[config.mk]
export PLATFORM = sky130hd
export DESIGN_NAME = pipelined_adder
export DESIGN_NICKNAME = d
export VERILOG_FILES = /design/src/rtl/pipelined_adder.sv
export SDC_FILE = /design/constraint.sdc
export NUM_CORES = 1
export LEC_CHECK = 0
export CAP_MARGIN = 20
export CORE_ASPECT_RATIO = 2
export CORE_MARGIN = 8
export CORE_UTILIZATION = 45
export CTS_CLUSTER_SIZE = 10
export DETAILED_ROUTE_END_ITERATION = 10
export GPL_TIMING_DRIVEN = 1
export PLACE_DENSITY_LB_ADDON = 0.25
export SKIP_CTS_REPAIR_TIMING = 1
export SYNTH_ARGS = -nofsm -noshare
export SYNTH_HDL_FRONTEND = slang
export SYNTH_SLANG_ARGS = --single-unit
[constraint.sdc]
create_clock -name clk -period 1.95 [get_ports clk]
set_input_delay 0.39 -clock clk [delete_from_list [all_inputs] [get_ports clk]]
set_output_delay 0.39 -clock clk [all_outputs]
set_load 0.01 [all_outputs]
[src/rtl/pipelined_adder.sv]
// Carry-skewed pipelined adder/subtractor: each stage resolves one C-bit chunk
// and passes its carry on; one global enable advances or freezes the whole pipe.
module pipelined_adder #(
    parameter int WIDTH  = 16,
    parameter int STAGES = 4
) (
    input  logic             clk,
    input  logic             rst_n,
    input  logic             in_valid,
    output logic             in_ready,
    input  logic [WIDTH-1:0] a,
    input  logic [WIDTH-1:0] b,
    input  logic             cin,
    input  logic             sub,
    output logic             out_valid,
    input  logic             out_ready,
    output logic [WIDTH-1:0] sum,
    output logic             cout,
    output logic             ovf
);
    localparam int C = WIDTH / STAGES;

    logic [WIDTH-1:0] a_q       [STAGES];
    logic [WIDTH-1:0] b_q       [STAGES];
    logic [WIDTH-1:0] sum_q     [STAGES];
    logic             carry_q   [STAGES];
    logic             valid_q   [STAGES];

    logic [WIDTH-1:0] aIn       [STAGES];
    logic [WIDTH-1:0] bIn       [STAGES];
    logic [WIDTH-1:0] sumIn     [STAGES];
    logic             carryIn   [STAGES];
    logic             validIn   [STAGES];
    logic [WIDTH-1:0] sum_d     [STAGES];
    logic             carry_d   [STAGES];
    logic [C:0]       chunk;
    logic             en;

    assign en       = !valid_q[STAGES-1] || out_ready;
    assign in_ready = en;

    // Stage 0 sees the ports (with subtraction folded into B' and carry-in);
    // every later stage sees the skew registers of the stage before it.
    always_comb begin
        chunk      = '0;
        aIn[0]     = a;
        bIn[0]     = sub ? ~b : b;
        sumIn[0]   = '0;
        carryIn[0] = sub ? 1'b1 : cin;
        validIn[0] = in_valid;
        for (int k = 1; k < STAGES; k++) begin
            aIn[k]     = a_q[k-1];
            bIn[k]     = b_q[k-1];
            sumIn[k]   = sum_q[k-1];
            carryIn[k] = carry_q[k-1];
            validIn[k] = valid_q[k-1];
        end
        for (int k = 0; k < STAGES; k++) begin
            chunk = {1'b0, aIn[k][k*C +: C]} + {1'b0, bIn[k][k*C +: C]}
                  + (C+1)'(carryIn[k]);
            sum_d[k]              = sumIn[k];
            sum_d[k][k*C +: C]    = chunk[C-1:0];
            carry_d[k]            = chunk[C];
        end
    end

    always_ff @(posedge clk or negedge rst_n) begin
        if (!rst_n) begin
            for (int k = 0; k < STAGES; k++) begin
                a_q[k]     <= '0;
                b_q[k]     <= '0;
                sum_q[k]   <= '0;
                carry_q[k] <= 1'b0;
                valid_q[k] <= 1'b0;
            end
        end else if (en) begin
            for (int k = 0; k < STAGES; k++) begin
                a_q[k]     <= aIn[k];
                b_q[k]     <= bIn[k];
                sum_q[k]   <= sum_d[k];
                carry_q[k] <= carry_d[k];
                valid_q[k] <= validIn[k];
            end
        end
    end

    // Overflow uses the operand sign bits carried to the last stage.
    assign out_valid = valid_q[STAGES-1];
    assign sum       = sum_q[STAGES-1];
    assign cout      = carry_q[STAGES-1];
    assign ovf       = (a_q[STAGES-1][WIDTH-1] == b_q[STAGES-1][WIDTH-1])
                    && (sum_q[STAGES-1][WIDTH-1] != a_q[STAGES-1][WIDTH-1]);

endmodule

==> Yosys cells after proc, flatten, opt, wreduce, memory -nomap -nowiden <==
Cells that the tools add are included.
W data, S select, Z words.
{ "totals": {"out_inout_bits": 20, "in_bits": 38, "reg_bits": 176} }
{ "classes": {"eq_ne": 2, "n_reduce_logical": 3, "bitwise_logic": 1, "n_addsub": 8, "muxes": 2} }
{ "ops": {"columns": ["cell", "n"], "rows": [
  ["$add A4 B4 Y5", 4],
  ["$add A5 B1 Y5", 4],
  ["$mux W16", 1],
  ["$not A16 Y16", 1],
  ["$eq A1 B1 Y1", 1],
  ["$logic_and A1 B1 Y1", 1],
  ["$logic_not A1 Y1", 1],
  ["$logic_or A1 B1 Y1", 1],
  ["$mux W1", 1],
  ["$ne A1 B1 Y1", 1]
]} }

==> Depth between registers and ports, before layout <==
{ "depth": {"depth_word": 4, "ltp_mapped": 8, "ltp_nobuf": 6} }

==> Least setup slack after synthesis <==
Ideal clock, no wire load.
{ "synth_timing": {"kind": "input to register", "start": "input sub", "end": "register carry_q, in the netlist carryIn[2]", "t_required_ns": 1.823, "n_path_buf": 2, "t_arrival_ns": 2.229, "setup_slack_ns": -0.406, "cell_stages": 8, "setup_time_ns": 0.127, "cell_sequence": "buf_4 -> buf_6 -> or2_2 -> fa_1 -> fa_1 -> a21o_1 -> a211oi_1 -> a21oi_1"} }
{ "synth_between": {"elab_chain_len": 3} }
{ "synth_lines": {"columns": ["element", "line", "source"], "rows": [
  ["start, declared", "14", "input logic sub,"],
  ["$mux W16", "47", "bIn[0] = sub ? ~b : b;"],
  ["$add A4 B4 Y5", "59", "chunk = {1'b0, aIn[k][k*C +: C]} + {1'b0, bIn[k][k*C +: C]}"],
  ["$add A5 B1 Y5 *", "60", "+ (C+1)'(carryIn[k]);"],
  ["end signal, assigned by index", "81", "carry_q[k] <= carry_d[k];"],
  ["end, declared", "26", "logic carry_q [STAGES];"]
]} }
Mark *: on every way between the ends. The rest lies on a longest branch, timed or not.
A chain may end at the register's enable or synchronous reset.

==> Worst setup path after layout <==
{ "layout_timing": {"start": "register a_q, in the netlist aIn[12]", "end": "register carry_q, in the netlist cout"} }
{ "layout_between": {"elab_chain_len": 2} }
{ "layout_lines": {"columns": ["element", "line", "source"], "rows": [
  ["start, declared", "23", "logic [WIDTH-1:0] a_q [STAGES];"],
  ["start signal, assigned by index", "78", "a_q[k] <= aIn[k];"],
  ["$add A4 B4 Y5", "59", null],
  ["$add A5 B1 Y5", "60", null]
]} }
No other way between the ends.

==> flow_summary.yaml <==
floorplanning:
  die_w_um: 85.9
  core_region_area_um2: 9640
  io_pins: 58
  die_y_um: 156
  dieArea_um2: 13400
  fp-row-count: 51
  initial_core_util_pct: 45.7
placement:
  place_ws_ns: -0.516
  place_area_um2: 5060
  hpwlAfterDp_um: 5870
  numPlacedInstances: 637
  port_buffers: 57
  place.gp.congestion: 0.770
power:
  p_comb_share_pct: 35.3
  clock_power_share_pct: 23.1
  ir_drop_uv: 853
  leakage_nw: 2.70
  p_sw_share_pct: 34.0
  powerDensity_nw_per_um2: 1520
  seqPwrFrac_pct: 41.6
  netSwitchingPower_mw: 2.81
  p_int_mw: 5.44
layout:
  nets: 574
  syn2layout_area_growth_pct: 23.1
  layout_common_cells: "nand2_1, dfrtp_1, clkdlybuf4s50_1, o21ai_0"
  drive_above_1_share_pct: 7.49
  final_area_um2: 5420
  n_fill_cell: 873
  final_core_util_pct: 56.2
  instances_no_fill: 653
  final_common_cell: "nand2_1"
  antenna_cells: 0
sta:
  slew_viol_final: 0
  worstMarginPinSlew_ns: 0.489
  period_needed_ns: 1.89
  hold_viol_final: 0
  fin_worst_skew_ns: 0.00474
  slew_headroom_pct: 67.4
  setup-violations-final: 0
  final.period_utilization_pct: 96.9
  rsz0062_at_grt: "no"
  fin_ws_ns: 0.0602
  fmaxAchievable_ghz: 0.529
critical_path:
  crit_family: "adder cells"
  path_buf_inv: 0
  end_kind: "flip-flop"
  crit_top_cell: "fa_1"
  max_stage_delay_ns: 0.46
  crit_chain: "fa_1 > fa_1 > a21o_1 > a21oi_1 > a21oi_2"
  required_ns: 2.16
  path_class: "reg2reg"
  cp-start-kind: "flip-flop"
  cp_max_fo: 2
  slowest_stage: "fa_1"
  arrival_ns: 2.10
synth:
  synth_cell_type_count: 26
  yosysSeqAreaShare_pct: 55.7
  ys_ff_latch: 98
  syn_avg_cell_area_um2: 9.52
  synth_warnings: 0
  synth_top_area_share_pct: 55.7
  syn_inst: 462
  synth_adder_area_share_pct: 7.05
  syn_nets: 520
  syn_area_um2: 4400
  synth-xor-area-share_pct: 4.18
  yosysTopAreaCell: "dfrtp_1"
  synth_simple_gate_area_share_pct: 21.0
  synthMuxAreaShare_pct: 0
  synth_top_family_by_area: "simple AND/OR/NAND/NOR gates"
  synth_compound_area_share_pct: 6.31
  synth.area.top_cells: "dfrtp_1, nand2_1, fa_1"
worst_hold_path:
  hp-class: "in2async"
cts:
  htreeDepth: 3
  cts_tree: "built"
  cts_made_buffers: 9
  cts-root-buf: "clkbuf_16"
  clockBufferDepth: 2
  path_clk_slew_ns: 0.07
  clkSinkCount: 98
  insertion_delay_ns: 0.34
routing:
  drt-total-wl_um: 8420
  via_count: 3060
  dr.pass1.iters: 4
  drtAntennaViolNets: 0
  vias_per_cell: 4.69
  wire_per_inst_um: 12.9
  drcViolationCount: 0
  drt_iter0_markers: 137
global_routing:
  grt_pass1_vias: 3194
  grt_usage_pct: 13.6
  antenna_found_initial: 0
  grt_first_pass_wirelength_um: 14700
  overflow: 0
  grt_max_degree: 91
run_status:
  outcome: "complete, no violations"
flow_run:
  drv_cap: 0
[cell families (layout without fill, tap and decap cells)]
family	Yosys count	in the layout
AOI/OAI and AO/OA	48	48
xor gates and xnor gates	21	21
and+or+nand+nor	240	240
buffers and inverters	35	94
adders and majority gates	20	20
DFF	98	98
[power by group through the flow]
| stage | sequential [mW] | combinational (mW) | clock, mW |
|---|---|---|---|
| floorplan | 3.46 | 2.02 | 0 |
| detailed placement | 3.48 | 2.98 | 0 |
| finish | 3.43 | 2.91 | 1.90 |
| global placement | 3.44 | 2.87 | 0 |
| CTS | 3.45 | 3.00 | 1.94 |
| global route | 3.56 | 3.37 | 2.02 |
[through the flow]
stage / power (mW) / hold WS [ns] / TNS [ns]
after floorplan: 5.48 / 0.0944 / -0.328
after global placement: 6.31 / 0.385 / -1.93
after detailed placement: 6.46 / 0.398 / -2.14
after CTS: 8.38 / 0.0347 / -0.395
after global routing: 8.95 / 0.0576 / 0
final: 8.25 / 0.0200 / 0
[worst paths after layout]
path / cells past startpoint / to / slack, ns / startpoint
worst min register to register: 2 / sum[4]$_DFFE_PN0P_ / 0.46 / sum[4]$_DFFE_PN0P_
max in group asynchronous: 2 / sum[7]$_DFFE_PN0P_ / 1.41 / rst_n
worst min-delay path: 1 / bIn[25]$_DFFE_PN0P_ / 0.02 / rst_n
worst max-delay path: 5 / cout$_DFFE_PN0P_ / 0.06 / aIn[12]$_DFFE_PN0P_
worst max register to register: 5 / cout$_DFFE_PN0P_ / 0.06 / aIn[12]$_DFFE_PN0P_
min in group clk: 2 / sum[4]$_DFFE_PN0P_ / 0.46 / sum[4]$_DFFE_PN0P_
[cell type report]
class | count | area, um^2 | share of cell area [%]
Sequential cell | 98 | 2450 | 45.3
Multi-Input combinational cell | 329 | 1720 | 31.8
Timing Repair Buffer | 67 | 709 | 13.1
Clock buffer | 9 | 225 | 4.16
Tap cell | 132 | 165 | 3.05
Clock inverter | 7 | 101 | 1.87
Inverter | 11 | 41.3 | 0.762
[cell usage after synthesis]
| master | number |
|---|---|
| ha_1 | 12 |
| fa_1 | 8 |
| a21oi_1 | 7 |
| a21o_1 | 5 |
| nor3_1 | 1 |
| o21a_1 | 2 |
| dfrtp_1 | 98 |
| nor2b_1 | 3 |
| nand2_1 | 224 |
| inv_2 | 1 |
| a211oi_1 | 1 |
| o21ai_1 | 6 |
| buf_6 | 11 |
| buf_4 | 9 |
| clkbuf_1 | 1 |
| nand2b_1 | 1 |
| o21ai_0 | 22 |
| a21oi_2 | 4 |
| nor2b_4 | 1 |
| o31ai_1 | 1 |
| or2_2 | 1 |
| xor2_1 | 9 |
| buf_2 | 3 |
| nor2_1 | 9 |
| inv_1 | 10 |
| xnor2_1 | 12 |
[registers in the layout, indices dropped and copies added, names as in the netlist]
register,cells
sumIn,24
carryIn,3
out_valid,1
aIn,24
bIn,24
validIn,3
sum,16
a_q,1
b_q,1
cout,1
[layer usage]
| metal | routed length (um) | GRT usage [%] | vias to the layer above |
|---|---|---|---|
| li1 | - | - | 1534 |
| met1 | 3450 | 15.2 | 1474 |
| met2 | 4580 | 24.6 | 44 |
| met3 | 252 | 2.37 | 8 |
| met4 | 138 | 5.56 | 0 |
| met5 | 0 | 0 | - |
Note: power is estimated with default switching activity, not from simulation.
